$ cat src/rtl/par_parameter.sv
//------------------------------------------------------------------------------
// Module      : par_parameter
// Description : Shared operand-width package for the MAC and its inverse.
// Revision    : 1.0 - initial release
//------------------------------------------------------------------------------
`default_nettype none

package par_parameter;
    localparam int par = 7;
endpackage

`default_nettype wire

$ cat src/rtl/mac_divider_if.sv
//------------------------------------------------------------------------------
// Module      : mac_divider_if
// Description : Operand/result handshake bundle for mac_divider.
// Revision    : 1.0 - initial release
//------------------------------------------------------------------------------
`default_nettype none

interface mac_divider_if #(
    parameter int W = par_parameter::par + 1
);
    logic             in_valid;
    logic             in_ready;
    logic [2*W-1:0]   N;
    logic [W-1:0]     B;
    logic [W-1:0]     C;
    logic             out_valid;
    logic             out_ready;
    logic [W-1:0]     Q;
    logic [W-1:0]     R;
    logic             err_div0;
    logic             err_under;
    logic             err_ovf;

    modport master (
        output in_valid, N, B, C, out_ready,
        input  in_ready, out_valid, Q, R, err_div0, err_under, err_ovf
    );

    modport slave (
        input  in_valid, N, B, C, out_ready,
        output in_ready, out_valid, Q, R, err_div0, err_under, err_ovf
    );
endinterface

`default_nettype wire

$ cat src/rtl/mac_divider.sv
//------------------------------------------------------------------------------
// Module      : mac_divider
// Description : Recovers A = (N - C) / B and remainder, one quotient bit per
//               clock. Optional macro MAC_DIVIDER_FAST_ERR_EN shortens errored ops.
// Revision    : 1.0 - initial release
//------------------------------------------------------------------------------
`default_nettype none

module mac_divider #(
    parameter int PAR = par_parameter::par
) (
    input  wire logic       clk,
    input  wire logic       reset,
    mac_divider_if.slave    bus
);
    localparam int W  = PAR + 1;
    localparam int CW = $clog2(W + 1);

    typedef enum logic [1:0] {
        IDLE = 2'd0,
        SUB  = 2'd1,
        DIV  = 2'd2,
        DONE = 2'd3
    } state_t;

    state_t          state_q, state_d;
    logic [2*W-1:0]  n_q, n_d;
    logic [W-1:0]    b_q, b_d;
    logic [W-1:0]    c_q, c_d;
    // Partial remainder is always < B after each step, so W bits suffice.
    logic [W-1:0]    p_q, p_d;
    logic [W-1:0]    s_q, s_d;
    logic [CW-1:0]   cnt_q, cnt_d;
    logic            div0_q, div0_d;
    logic            under_q, under_d;
    logic            ovf_q, ovf_d;

    logic [2*W:0]    diff;
    logic [W:0]      trial;
    logic [W:0]      trial_sub;
    logic            any_err;

    assign diff      = {1'b0, n_q} - {{(W+1){1'b0}}, c_q};
    assign trial     = {p_q, s_q[W-1]};
    assign trial_sub = trial - {1'b0, b_q};
    assign any_err   = div0_q | under_q | ovf_q;

    always_comb begin
        state_d = state_q;
        n_d     = n_q;
        b_d     = b_q;
        c_d     = c_q;
        p_d     = p_q;
        s_d     = s_q;
        cnt_d   = cnt_q;
        div0_d  = div0_q;
        under_d = under_q;
        ovf_d   = ovf_q;

        case (state_q)
            IDLE: begin
                if (bus.in_valid) begin
                    n_d     = bus.N;
                    b_d     = bus.B;
                    c_d     = bus.C;
                    div0_d  = 1'b0;
                    under_d = 1'b0;
                    ovf_d   = 1'b0;
                    state_d = SUB;
                end
            end
            SUB: begin
                div0_d  = (b_q == '0);
                under_d = (b_q != '0) & diff[2*W];
                ovf_d   = (b_q != '0) & ~diff[2*W] & (diff[2*W-1:W] >= b_q);
                p_d     = diff[2*W-1:W];
                s_d     = diff[W-1:0];
                cnt_d   = CW'(W);
                state_d = DIV;
            end
            DIV: begin
`ifdef MAC_DIVIDER_FAST_ERR_EN
                // Flags land at the SUB exit edge, so the bail-out happens here.
                if (any_err) begin
                    state_d = DONE;
                end else
`endif
                begin
                    if (!trial_sub[W]) begin
                        p_d = trial_sub[W-1:0];
                        s_d = {s_q[W-2:0], 1'b1};
                    end else begin
                        p_d = trial[W-1:0];
                        s_d = {s_q[W-2:0], 1'b0};
                    end
                    cnt_d = cnt_q - CW'(1);
                    if (cnt_q == CW'(1)) begin
                        state_d = DONE;
                    end
                end
            end
            DONE: begin
                if (bus.out_ready) begin
                    state_d = IDLE;
                end
            end
            default: state_d = IDLE;
        endcase
    end

    always_ff @(posedge clk) begin
        if (reset) begin
            state_q <= IDLE;
            n_q     <= '0;
            b_q     <= '0;
            c_q     <= '0;
            p_q     <= '0;
            s_q     <= '0;
            cnt_q   <= '0;
            div0_q  <= 1'b0;
            under_q <= 1'b0;
            ovf_q   <= 1'b0;
        end else begin
            state_q <= state_d;
            n_q     <= n_d;
            b_q     <= b_d;
            c_q     <= c_d;
            p_q     <= p_d;
            s_q     <= s_d;
            cnt_q   <= cnt_d;
            div0_q  <= div0_d;
            under_q <= under_d;
            ovf_q   <= ovf_d;
        end
    end

    always_comb begin
        bus.in_ready  = (state_q == IDLE);
        bus.out_valid = (state_q == DONE);
        bus.err_div0  = div0_q;
        bus.err_under = under_q;
        bus.err_ovf   = ovf_q;
        bus.Q         = '0;
        bus.R         = '0;
        if (state_q == DONE) begin
            if (any_err) begin
                bus.Q = '1;
            end else begin
                bus.Q = s_q;
                bus.R = p_q;
            end
        end
    end
endmodule

`default_nettype wire

$ cat src/flat_wrapper.sv
// flat-port wrapper written by rule: the top's interface ports become plain ports
module mac_divider_flat 
#(
    parameter int PAR = par_parameter::par
)
  (clk, reset, bus_in_valid, bus_N, bus_B, bus_C, bus_out_ready, bus_in_ready, bus_out_valid, bus_Q, bus_R, bus_err_div0, bus_err_under, bus_err_ovf);
  mac_divider_if #(.W((8))) bus_i ();
  input  wire logic clk;
  input  wire logic reset;
  input wire logic [$bits(bus_i.in_valid)-1:0] bus_in_valid;
  input wire logic [$bits(bus_i.N)-1:0] bus_N;
  input wire logic [$bits(bus_i.B)-1:0] bus_B;
  input wire logic [$bits(bus_i.C)-1:0] bus_C;
  input wire logic [$bits(bus_i.out_ready)-1:0] bus_out_ready;
  output wire logic [$bits(bus_i.in_ready)-1:0] bus_in_ready;
  output wire logic [$bits(bus_i.out_valid)-1:0] bus_out_valid;
  output wire logic [$bits(bus_i.Q)-1:0] bus_Q;
  output wire logic [$bits(bus_i.R)-1:0] bus_R;
  output wire logic [$bits(bus_i.err_div0)-1:0] bus_err_div0;
  output wire logic [$bits(bus_i.err_under)-1:0] bus_err_under;
  output wire logic [$bits(bus_i.err_ovf)-1:0] bus_err_ovf;
  assign bus_i.in_valid = bus_in_valid;
  assign bus_i.N = bus_N;
  assign bus_i.B = bus_B;
  assign bus_i.C = bus_C;
  assign bus_i.out_ready = bus_out_ready;
  assign bus_in_ready = bus_i.in_ready;
  assign bus_out_valid = bus_i.out_valid;
  assign bus_Q = bus_i.Q;
  assign bus_R = bus_i.R;
  assign bus_err_div0 = bus_i.err_div0;
  assign bus_err_under = bus_i.err_under;
  assign bus_err_ovf = bus_i.err_ovf;
  mac_divider #(.PAR(PAR)) u_core (.clk(clk), .reset(reset), .bus(bus_i));
endmodule
$ cat config.mk
export PLATFORM = sky130hd
export DESIGN_NAME = mac_divider_flat
export DESIGN_NICKNAME = d
export VERILOG_FILES = /design/src/rtl/par_parameter.sv /design/src/rtl/mac_divider_if.sv /design/src/rtl/mac_divider.sv /design/src/flat_wrapper.sv
export SDC_FILE = /design/constraint.sdc
export NUM_CORES = 1
export LEC_CHECK = 0
export CORE_UTILIZATION = 55
export DETAILED_ROUTE_END_ITERATION = 16
export PLACE_DENSITY = 0.81
export SYNTH_ARGS = -nofsm -noshare
export SYNTH_HDL_FRONTEND = slang
export SYNTH_SLANG_ARGS = --single-unit
$ cat constraint.sdc
create_clock -name clk -period 3.8 [get_ports clk]
set_input_delay 0.76 -clock clk [delete_from_list [all_inputs] [get_ports clk]]
set_output_delay 0.76 -clock clk [all_outputs]
set_load 0.01 [all_outputs]
==> impl_metrics.toml <==
[status]
outcome = "finished with violations"
failed_checks = "design-rule violations"

[critical_path]
crit_arrival_ps = 3720
crit_chain = "inv_1, ha_1, fa_1, nand2b_1, a21o_1, a32oi_1, xor2_1, ha_1, nand2b_1, a21o_1, a211oi_1, o21bai_1, a2111oi_0, o41ai_1"
worstSetupEndpointType = "flop"
startpoint_type = "flop"
critPathMaxFanout = 4
timing.rr.start = "u_core.n_q[0]$_SDFFE_PP0P_"
r2r-end = "u_core.bus.err_ovf$_SDFFE_PP0P_"
crit_type = "reg2reg"
worst-path-buf-inv = 1
r2r_setup_slack_ps = 300
crit_family = "compound AO/OA/AOI/OAI gates"
cp_data_required_time_ps = 4020
rr_worst_depth = 14
crit_slowest_cell = "fa_1"
cp_slowest_stage_delay_ps = 380

[min_path]
min_delay_path_depth = 2
worstHoldPathType = "reg2reg"
hold_path_end = "u_core.c_q[4]$_SDFFE_PP0P_"
min-delay-start = "u_core.c_q[4]$_SDFFE_PP0P_"

[detailed_routing]
vias = 3655
drt_first_iter_violations = 344
post_drt_wl_per_cell_um = 15.3
drtAntennaViolNets = 0
viasPerCell = 5.91
wl_um = 9470
drc = 4
drt_first_pass_iters = 11

[power]
sequentialPowerShare_pct = 24.2
p_comb_share_pct = 60.7
switching_share_pct = 46.6
clkPwrFrac_pct = 15.1
p_leak_nw = 1.76
peakVddDrop_mv = 0.491
p_int_mw = 2.00
p_sw_mw = 1.75
power_mw = 3.74
power_density_nw_per_um2 = 837

[cells_and_area]
final_cell_area_um2 = 4470
nNetsFinal = 604
multi_input_area_um2 = 2360
syn2layout_area_growth_pct = 20.2
drive_above_1_share_pct = 5.36
final-seq-area_um2 = 1140
diodes = 0
stdcell_count = 618
fill_cells = 561

[logic_synthesis]
synthAdderAreaFrac_pct = 11.2
synth_top_family_by_area = "compound AO/OA/AOI/OAI gates"
synth-simple-area-share_pct = 23.8
synth-xor-area-share_pct = 2.35
synth_area_um2 = 3720
synthFlopType = "dfxtp_1"
synth_edf_count = 0
ys_async_sr_fraction_pct = 0
synth_compound_area_share_pct = 25.4
synth-seq-cells = 57
yosysWarningCount = 0
avgSynthCellArea_um2 = 7.56
synth_nets = 560
yosysSeqAreaShare_pct = 30.7
synthMuxAreaShare_pct = 0.807
synth_cell_types = 58
netlist_instances = 492

[place]
io_buffers = 56
placed_area_um2 = 4280
dp_cells = 602
dp_hpwl_um = 6960
gp_congestion = 0.928

[global_routing]
grt-ovfl-total = 0
grt_pass1_wl_um = 15800
grt_max_degree = 59
grt_pass1_vias = 3396
antenna_found_initial = 0
grt_use_total_pct = 27.7

[cts]
cts_tree = "built"
numCtsBuffers = 9
post_cts_buffers = 0
ctsHoldBuffers = 0
clkTransAtPathRegs_ps = 70
insertion_delay_ps = 340
root_buffer = "clkbuf_8"
cts_sinks = 57
htreeDepth = 3
clockBufferDepth = 2
cts_resized = 0

[timing]
finalMaxSlewViolations = 0
fin_tns_setup_ps = 0
maxSlewHeadroom_pct = 29.2
fmax_mhz = 286
tightest_slew_ps = 1060
hold_violations = 0
min_period_over_period_pct = 92.2
setup-violations-final = 0
skew_ps = 5.91
rsz0062_at_grt = "no"
min_period_ps = 3500

[floorplan]
die_area_um2 = 7100
rows = 29
start_util_pct = 57.9
core_um2 = 6420
die_y_um = 84.2
io_pins = 57
die_w_um = 84.2

[run]
maxCapViolCount = 0
synth_stat cells, drive strengths merged, types with 2 or more instances:
master  count  area share (%)
o21bai      2            0.40
a21oi      57             7.8
o41ai       2            0.98
xor2        7             1.6
xnor2       3            0.71
fa          2             1.1
o31a        3            0.71
nor2b       3            0.50
nand2b      6             1.0
or3         3            0.50
o311a       2            0.54
a211oi      7             1.8
inv        30             3.0
o211ai      3            0.61
clkbuf     18             1.8
o21a       11             2.3
nor3       15             2.0
a31oi       5            0.84
a21o        6             1.2
mux2i       3            0.81
dfxtp      57              31
o211a       3            0.81
nor4        6             1.0
and2        2            0.34
nand4       2            0.34
buf         6            0.91
nand2      90             9.1
a311oi      5             1.2
nor2       40             4.2
ha         30              10
o21ai      21             2.8
a221oi      5             1.3
and3       15             2.5
a32oi       2            0.47
or2         2            0.34
nand3       7            0.94
worst min-delay path: stages (launching register included):
cell and delay [ps]:
dfxtp_1 310, nand2_1 50, a21oi_1 50
power by group through the flow:
stage	registers [mW]	clock network, mW	logic (mW)
after floorplan	0.865	0	1.80
after global placement	0.906	0	2.16
after detailed placement	0.914	0	2.23
after CTS	0.900	0.572	2.24
after global routing	0.926	0.601	2.53
final	0.906	0.565	2.27
layout make-up:
| cell class | count | share of cell area, % |
|---|---|---|
| Sequential cell | 57 | 25.5 |
| Timing Repair Buffer | 57 | 12.6 |
| Clock buffer | 9 | 2.77 |
| Tap cell | 77 | 2.15 |
| Inverter | 30 | 2.52 |
| Clock inverter | 7 | 1.57 |
| Multi-Input combinational cell | 381 | 52.9 |
per-stage QoR:
step	util, %	worst slack, ps	hold WS [ps]
after detailed placement	66.6	308	450
after global placement	66.6	432	445
after CTS	69.6	297	460
final	69.6	298	458
after global routing	69.6	68.4	480
after floorplan	-	590	436
metal layers:
metal	vias to the layer above	share of wire, %	GRT usage (%)
li1	1822	-	-
met1	1653	46	38.8
met2	158	45	42.5
met3	22	7.5	6.00
met4	0	2.0	9.09
met5	-	0	0
registers in the layout, summed over array words and instances, names as in the netlist, 2 cells and up:
| signal | cells |
|---|---|
| u_core.s_q | 8 |
| u_core.p_q | 8 |
| u_core.n_q | 16 |
| u_core.b_q | 8 |
| u_core.c_q | 8 |
| u_core.cnt_q | 4 |
| u_core.state_q | 2 |
how the worst max path moves through the flow:
stage                               startpoint                         endpoint  cells past startpoint
global route        u_core.n_q[0]$_SDFFE_PP0P_  u_core.bus.err_ovf$_SDFFE_PP0P_                     14
detailed placement  u_core.n_q[0]$_SDFFE_PP0P_  u_core.bus.err_ovf$_SDFFE_PP0P_                     14
global placement    u_core.n_q[0]$_SDFFE_PP0P_  u_core.bus.err_ovf$_SDFFE_PP0P_                     14
floorplan           u_core.n_q[0]$_SDFFE_PP0P_  u_core.bus.err_ovf$_SDFFE_PP0P_                     14
finish              u_core.n_q[0]$_SDFFE_PP0P_  u_core.bus.err_ovf$_SDFFE_PP0P_                     14
CTS                 u_core.n_q[0]$_SDFFE_PP0P_  u_core.bus.err_ovf$_SDFFE_PP0P_                     14
kinds of logic after synthesis:
| group | Yosys count |
|---|---|
| AND/OR/NAND/NOR | 195 |
| XOR/XNOR | 10 |
| AO/OA/AOI/OAI | 141 |
| buffers and inverters | 54 |
| adder cells (fa/ha/maj) | 32 |
| flip-flops | 57 |
| multiplexers | 3 |
placed cells by master, fill, tap and decap left out, types with 4 or more instances in the layout:
cell type	count
nand2b_1	6
o21a_1	10
xor2_1	7
nand2_1	90
o21ai_0	9
a211oi_1	4
ha_1	30
and3_1	15
dfxtp_1	57
nand3_1	7
o21ai_1	12
nor4_1	6
a21oi_1	56
a31oi_1	5
nor2_1	39
a21o_1	6
clkbuf_8	9
inv_1	28
nor3_1	15
clkdlybuf4s50_1	55
a221oi_1	4
a311oi_1	5
(Power assumes the default switching activity.)
